`src/rtl/alu_defs.sv`:
```
// Shared funct codes and mul/div sequencer states for the execute-stage ALU.
package alu_defs;

  // Logic / arithmetic
  localparam logic [5:0] F_ADD   = 6'b100000;
  localparam logic [5:0] F_ADDU  = 6'b100001;
  localparam logic [5:0] F_SUB   = 6'b100010;
  localparam logic [5:0] F_SUBU  = 6'b100011;
  localparam logic [5:0] F_AND   = 6'b100100;
  localparam logic [5:0] F_OR    = 6'b100101;
  localparam logic [5:0] F_XOR   = 6'b100110;
  localparam logic [5:0] F_NOR   = 6'b100111;
  // Compare
  localparam logic [5:0] F_SLT   = 6'b101010;
  localparam logic [5:0] F_SLTU  = 6'b101011;
  // Shifts (SRL/SRA are aliases of the variable forms)
  localparam logic [5:0] F_SLLV  = 6'b000100;
  localparam logic [5:0] F_SRLV  = 6'b000110;
  localparam logic [5:0] F_SRAV  = 6'b000111;
  localparam logic [5:0] F_SRL   = 6'b000010;
  localparam logic [5:0] F_SRA   = 6'b000011;
  // HI/LO moves
  localparam logic [5:0] F_MFHI  = 6'b010000;
  localparam logic [5:0] F_MFLO  = 6'b010010;
  // Multi-cycle
  localparam logic [5:0] F_MULT  = 6'b011000;
  localparam logic [5:0] F_MULTU = 6'b011001;
  localparam logic [5:0] F_DIV   = 6'b011010;
  localparam logic [5:0] F_DIVU  = 6'b011011;

  typedef enum logic [1:0] {
    S_IDLE = 2'd0,
    S_BUSY = 2'd1,
    S_DONE = 2'd2
  } md_state_t;

endpackage

```
`src/rtl/alu_muldiv_iter.sv`:
```
// Iterative shift-add multiplier / restoring divider on operand magnitudes.
// Results are presented combinationally while in S_DONE (done_c high).
module alu_muldiv_iter import alu_defs::*; #(
  parameter int unsigned N = 32
) (
  input  logic         clk,
  input  logic         rst,
  input  logic         start,
  input  logic         is_div,
  input  logic         is_signed,
  input  logic [N-1:0] a,
  input  logic [N-1:0] b,
  output logic         done_c,
  output logic [N-1:0] hi_c,
  output logic [N-1:0] lo_c,
  output logic         div_zero_c
);

  localparam int unsigned CW = $clog2(N);

  md_state_t     state;
  logic [N:0]    acc;        // partial product high half / partial remainder
  logic [N-1:0]  qr;         // multiplier bits / quotient bits
  logic [N-1:0]  m;          // multiplicand / divisor magnitude
  logic [CW-1:0] cnt;
  logic          div_q, neg_q, neg_r, dz;

  logic          a_neg, b_neg;
  logic [N-1:0]  a_mag, b_mag;
  logic [N:0]    madd, psum, shl;
  logic [N:0]    acc_nxt;
  logic [N-1:0]  qr_nxt;
  logic [2*N-1:0] prod, prod_fix;
  logic [N-1:0]  q_fix, r_fix;

  assign a_neg = is_signed & a[N-1];
  assign b_neg = is_signed & b[N-1];
  assign a_mag = a_neg ? (~a + 1'b1) : a;
  assign b_mag = b_neg ? (~b + 1'b1) : b;

  assign madd = acc + {1'b0, m};
  assign psum = qr[0] ? madd : acc;
  assign shl  = {acc[N-1:0], qr[N-1]};

  // One multiply or divide step
  always_comb begin
    acc_nxt = acc;
    qr_nxt  = qr;
    if (div_q) begin
      if (shl >= {1'b0, m}) begin
        acc_nxt = shl - {1'b0, m};
        qr_nxt  = {qr[N-2:0], 1'b1};
      end else begin
        acc_nxt = shl;
        qr_nxt  = {qr[N-2:0], 1'b0};
      end
    end else begin
      acc_nxt = {1'b0, psum[N:1]};
      qr_nxt  = {psum[0], qr[N-1:1]};
    end
  end

  assign prod     = {acc[N-1:0], qr};
  assign prod_fix = neg_q ? (~prod + 1'b1) : prod;
  assign q_fix    = neg_q ? (~qr + 1'b1) : qr;
  assign r_fix    = neg_r ? (~acc[N-1:0] + 1'b1) : acc[N-1:0];

  // Sign fix-up and divide-by-zero result selection
  always_comb begin
    hi_c = r_fix;
    lo_c = q_fix;
    if (dz) begin
      hi_c = acc[N-1:0];
      lo_c = '1;
    end else if (!div_q) begin
      {hi_c, lo_c} = prod_fix;
    end
  end

  assign done_c     = (state == S_DONE);
  assign div_zero_c = dz;

  // Sequencer: latch magnitudes, iterate N steps, hold result for one cycle
  always_ff @(posedge clk or posedge rst) begin
    if (rst) begin
      state <= S_IDLE;
      acc   <= '0;
      qr    <= '0;
      m     <= '0;
      cnt   <= '0;
      div_q <= 1'b0;
      neg_q <= 1'b0;
      neg_r <= 1'b0;
      dz    <= 1'b0;
    end else begin
      case (state)
        S_IDLE: begin
          if (start) begin
            state <= S_BUSY;
            cnt   <= CW'(N - 1);
            div_q <= is_div;
            neg_q <= a_neg ^ b_neg;
            if (is_div) begin
              m     <= b_mag;
              qr    <= a_mag;
              neg_r <= a_neg;
              dz    <= (b == '0);
              acc   <= (b == '0) ? {1'b0, a} : '0;
            end else begin
              m     <= a_mag;
              qr    <= b_mag;
              neg_r <= 1'b0;
              dz    <= 1'b0;
              acc   <= '0;
            end
          end
        end
        S_BUSY: begin
          if (dz) begin
            state <= S_DONE;
          end else begin
            acc <= acc_nxt;
            qr  <= qr_nxt;
            cnt <= cnt - 1'b1;
            if (cnt == '0) state <= S_DONE;
          end
        end
        S_DONE:  state <= S_IDLE;
        default: state <= S_IDLE;
      endcase
    end
  end

endmodule

```
`src/rtl/alu_muldiv.sv`:
```
// Execute-stage ALU: registered single-cycle ops plus iterative mul/div into HI/LO.
module alu_muldiv import alu_defs::*; #(
  parameter int unsigned N      = 32,
  parameter bit          OVF_EN = 1'b1
) (
  input  logic         clk,
  input  logic         rst,
  input  logic         in_valid,
  output logic         in_ready,
  input  logic [N-1:0] input1,
  input  logic [N-1:0] input2,
  input  logic [5:0]   operation,
  output logic         out_valid,
  output logic [N-1:0] result,
  output logic         zero,
  output logic         overflow,
  output logic         div_zero,
  output logic         illegal
);

  localparam int unsigned SW = $clog2(N);

  logic [N-1:0]  hi_r, lo_r;
  logic          accept, is_md, md_start;
  logic          md_done_c, md_dz_c;
  logic [N-1:0]  md_hi_c, md_lo_c;
  logic [N-1:0]  sum, diff, alu_res;
  logic          alu_ovf, alu_ill;
  logic [SW-1:0] shamt;

  assign accept   = in_valid & in_ready;
  assign is_md    = (operation[5:2] == 4'b0110);
  assign md_start = accept & is_md;
  assign sum      = input1 + input2;
  assign diff     = input1 - input2;
  assign shamt    = input2[SW-1:0];

  alu_muldiv_iter #(.N(N)) u_iter (
    .clk        (clk),
    .rst        (rst),
    .start      (md_start),
    .is_div     (operation[1]),
    .is_signed  (~operation[0]),
    .a          (input1),
    .b          (input2),
    .done_c     (md_done_c),
    .hi_c       (md_hi_c),
    .lo_c       (md_lo_c),
    .div_zero_c (md_dz_c)
  );

  // Single-cycle result, overflow and illegal decode
  always_comb begin
    alu_res = '0;
    alu_ovf = 1'b0;
    alu_ill = 1'b0;
    case (operation)
      F_ADD: begin
        alu_res = sum;
        alu_ovf = OVF_EN & (input1[N-1] == input2[N-1]) & (sum[N-1] != input1[N-1]);
      end
      F_ADDU: alu_res = sum;
      F_SUB: begin
        alu_res = diff;
        alu_ovf = OVF_EN & (input1[N-1] != input2[N-1]) & (diff[N-1] != input1[N-1]);
      end
      F_SUBU:          alu_res = diff;
      F_AND:           alu_res = input1 & input2;
      F_OR:            alu_res = input1 | input2;
      F_XOR:           alu_res = input1 ^ input2;
      F_NOR:           alu_res = ~(input1 | input2);
      F_SLT:           alu_res = {{(N-1){1'b0}}, ($signed(input1) < $signed(input2))};
      F_SLTU:          alu_res = {{(N-1){1'b0}}, (input1 < input2)};
      F_SLLV:          alu_res = input1 << shamt;
      F_SRLV, F_SRL:   alu_res = input1 >> shamt;
      F_SRAV, F_SRA:   alu_res = $unsigned($signed(input1) >>> shamt);
      F_MFHI:          alu_res = hi_r;
      F_MFLO:          alu_res = lo_r;
      F_MULT, F_MULTU, F_DIV, F_DIVU: alu_res = '0;
      default:         alu_ill = 1'b1;
    endcase
  end

  // Output registers, HI/LO and the accept/stall handshake
  always_ff @(posedge clk or posedge rst) begin
    if (rst) begin
      result    <= '0;
      zero      <= 1'b1;
      overflow  <= 1'b0;
      div_zero  <= 1'b0;
      illegal   <= 1'b0;
      out_valid <= 1'b0;
      in_ready  <= 1'b1;
      hi_r      <= '0;
      lo_r      <= '0;
    end else begin
      out_valid <= 1'b0;
      if (md_done_c) begin
        hi_r      <= md_hi_c;
        lo_r      <= md_lo_c;
        out_valid <= 1'b1;
        result    <= md_lo_c;
        zero      <= (md_lo_c == '0);
        overflow  <= 1'b0;
        div_zero  <= md_dz_c;
        illegal   <= 1'b0;
        in_ready  <= 1'b1;
      end else if (accept) begin
        if (is_md) begin
          in_ready <= 1'b0;
        end else begin
          out_valid <= 1'b1;
          result    <= alu_res;
          zero      <= (alu_res == '0);
          overflow  <= alu_ovf;
          div_zero  <= 1'b0;
          illegal   <= alu_ill;
        end
      end
    end
  end

endmodule

```
`config.mk`:
```
export PLATFORM = sky130hd
export DESIGN_NAME = alu_muldiv
export DESIGN_NICKNAME = d
export VERILOG_FILES = /design/src/rtl/alu_defs.sv /design/src/rtl/alu_muldiv_iter.sv /design/src/rtl/alu_muldiv.sv
export SDC_FILE = /design/constraint.sdc
export NUM_CORES = 2
export LEC_CHECK = 0
export BUFFER_PORTS_ARGS = -buffer_cell sky130_fd_sc_hd__buf_2
export CORE_ASPECT_RATIO = 1.1
export CORE_MARGIN = 1.5
export CORE_UTILIZATION = 40
export CTS_BUF_LIST = sky130_fd_sc_hd__clkbuf_4
export DETAILED_ROUTE_END_ITERATION = 7
export GPL_ROUTABILITY_DRIVEN = 0
export HOLD_SLACK_MARGIN = 0.03
export PLACE_DENSITY = 0.61
export SYNTH_ARGS = -nofsm -noshare
export SYNTH_HDL_FRONTEND = slang
export SYNTH_SLANG_ARGS = --single-unit
```
`constraint.sdc`:
```
create_clock -name clk -period 8.1 [get_ports clk]
set_clock_uncertainty 0.1 [all_clocks]
set_input_delay 0.405 -clock clk [delete_from_list [all_inputs] [get_ports clk]]
set_output_delay 0.405 -clock clk [all_outputs]
set_load 0.05 [all_outputs]
```
==> summary.md <==
| Metric | Value |
|---|---|
| Outcome | complete, but fails checks |
| Failing checks | DRC |
| Post-CTS resize count | 0 |
| CP required | 8.79 ns |
| Yosys warns | 0 |
| MaxCap Viol Count | 0 |
| CP endpoint kind | flip-flop |
| Synthesized area | 0.02658 sq mm |
| Worst setup margin | 2.787 ns |
| Critical path launch point type | primary input |
| Longest Clk Path Bufs | 3 |
| Worst min-delay path category | primary input to flip-flop |
| Final setup viols | 0 |
| RSZ-0062 raised after global routing | false |
| Wirelength per Cell | 28.30 microns |
| DIE WIDTH | 248.8 microns |
| Synth top area share | 19.58% |
| Post-CTS Setup Repair Bufs | 0 |
| Top-Level Pins | 111 |
| Top area cells in the synthesized netlist | dfrtp_1 (20%), ha_1 (8.6%), a21oi_1 (5.9%), nand2_1 (5.6%), o21ai_0 (5.6%) |
| CTS Buf Count | 60 |
| Final hold vios | 0 |
| Synth cell count leaders | nand2_1 (400), nor2_1 (393), a21oi_1 (311) |
| Fmax | 188.2 MHz |
| CTS tree | built |
| HPWL Detailed | 93170 microns |
| Initial antenna violation count | 14 |
| Max rail drop VDD | 0.1161 mV |
| Initial Utilization | 40.67% |
| WP data arrival | 6.01 ns |
| Count leader, synth | nand2_1 |
| Final period utilization | 65.59% |
| Core Area | 0.06536 sq mm |
| Max-slew violation count | 0 |
| Clk sinks | 210 |
| Vias | 29843 |
| # DRC | 36 |
| Core Rows | 98 |
| All-Layer GR Usage | 36.21% |
| Hold_ws | 0.09996 ns |
| Die Y | 273.4 microns |
| Mean Syn Cell Area | 7.379 sq um |
| Layout cells sized above 1 | 10.91% |
| Register area share after synthesis | 19.78% |
| First-pass GRT wire length | 183900 microns |
| Initial DRC Count | 4203 |
| Cell variety after synth | 88 |
| Leak | 12.16 nW |
| CP max FO | 12 |
| Clk Tree Root Cell | clkbuf_4 |
| Cell Pwr Density | 236.1 mW/mm^2 |
| Setup TNS | 0 ns |
| 1st-pass router iterations | 8 |
| Area growth, synth to finish | 7.531% |
| Post-Synthesis Cells | 3602 |
| Die Area | 0.06801 sq mm |
| GRT Residual Overflow | 0 |
| Worst slew pin tran | 1.430 ns |
| Fillers | 6705 |
| Worst skew pair latency | 0.86 ns |
| Top_reg_cell synth | dfrtp_1 |
| Synth area leader | dfrtp_1 |
| Number of H-tree levels | 2 |
| Setup slack after placement | 2.408 ns |
| Final WL | 126300 microns |
| Tot Pwr | 0.006747 W |
| Asr flop ratio synth | 100.0% |
| Final Critical Period | 5.313 ns |
| Total nets after synthesis | 3861 |
| Final antenna-violating net count | 0 |
| Clock slew at reported path FFs | 0.07 ns |
| Setup CP Type | primary input to flip-flop |
| Pin count of the biggest net entering global routing | 101 |
| Vias in the first global route | 27548 |
| Average via count per standard cell | 6.687 |
| IO Port Bufs | 110 |
| FF+latch count, synth | 210 |
| Slew Limit Headroom | 4.640% |
| Hold buffers post-CTS | 22 |
| Layout Nets | 3826 |
| Post-synth EDFFs | 0 |
through the flow:
step	instances	area, sq um	util, %
3_3_place_gp	4331	27590	42.21
4_1_cts	4458	28550	43.68
3_5_place_dp	4331	27590	42.21
5_1_grt	4461	28580	43.73
6_report	4463	28580	43.73
2_1_floorplan	3602	26580	-
layout make-up:
cell class / count / area (sq um) / area share, %
Antenna cell: 3 / 7.507 / 0.02627
Clock buffer: 87 / 653.1 / 2.285
Clock inverter: 18 / 88.84 / 0.3108
Inverter: 150 / 570.5 / 1.996
Multi-Input combinational cell: 2954 / 19710 / 68.95
Sequential cell: 210 / 5261 / 18.41
Tap cell: 850 / 1064 / 3.721
Timing Repair Buffer: 191 / 1229 / 4.299
worst max-delay path, stage by stage:
cell	delay (ns)
dlygate4sd3_1	0.52
buf_2	0.30
inv_1	0.17
ha_1	0.44
nor2b_1	0.20
a211o_1	0.29
a211oi_1	0.61
or3_1	0.20
a21oi_1	0.06
or4_1	0.55
or4_1	0.53
nor4_1	0.51
nand4_1	0.40
nor4_1	0.43
nand2_1	0.13
o31ai_1	0.25
kinds of logic after synthesis:
family	after synthesis	synth area share, %
muxes	207	9.975
DFF	210	19.78
buffers and inverters	438	6.355
and+or+nand+nor	1210	20.79
adders and majority gates	186	8.868
AOI/OAI and AO/OA	1152	27.68
xor gates and xnor gates	199	6.557
state kept, by name, indices dropped and copies added (netlist names), 2 cells and up:
signal        cells
lo_r             32
u_iter.state      2
result           32
u_iter.m         32
u_iter.acc       33
u_iter.qr        32
u_iter.cnt        5
hi_r             32
layer usage:
layer	global-route usage, %	part of all wire, %
met1	41.49	35
met5	0.4878	0.12
met3	13.44	13
met2	54.67	42
met4	28.29	9.8
worst paths after layout:
check,end,startpoint,cells after the start,slack [ns]
setup reg to reg,hi_r[22],u_iter.qr[0],13,3.45
setup / recovery,zero,input1[3],16,2.79
max in group asynchronous,u_iter.m[18],rst,4,6.28
hold / removal,overflow,operation[5],4,0.1
hold reg to reg,in_ready,in_ready,2,0.39
min in group asynchronous,u_iter.m[6],rst,3,0.16
placed cells by master, fill, tap and decap left out, types with 51 or more instances in the layout:
| cell type | count |
|---|---|
| xnor2_1 | 158 |
| nand2_1 | 399 |
| a31oi_1 | 55 |
| o211ai_1 | 51 |
| inv_1 | 145 |
| buf_2 | 107 |
| nand3_1 | 64 |
| a21o_1 | 58 |
| nor3_1 | 80 |
| a21oi_1 | 311 |
| o21ai_0 | 296 |
| mux2i_1 | 119 |
| clkbuf_4 | 87 |
| nor2_1 | 391 |
| buf_4 | 60 |
| ha_1 | 182 |
| dfrtp_1 | 207 |
report_power, final:
part           leakage [nW]  switching, W  internal [W]
Combinational          9.19       0.00248       0.00149
Clock                 0.450      0.000513      0.000494
Sequential             2.52      0.000512       0.00126
Total                  12.2       0.00350       0.00325
(Power assumes the default switching activity.)
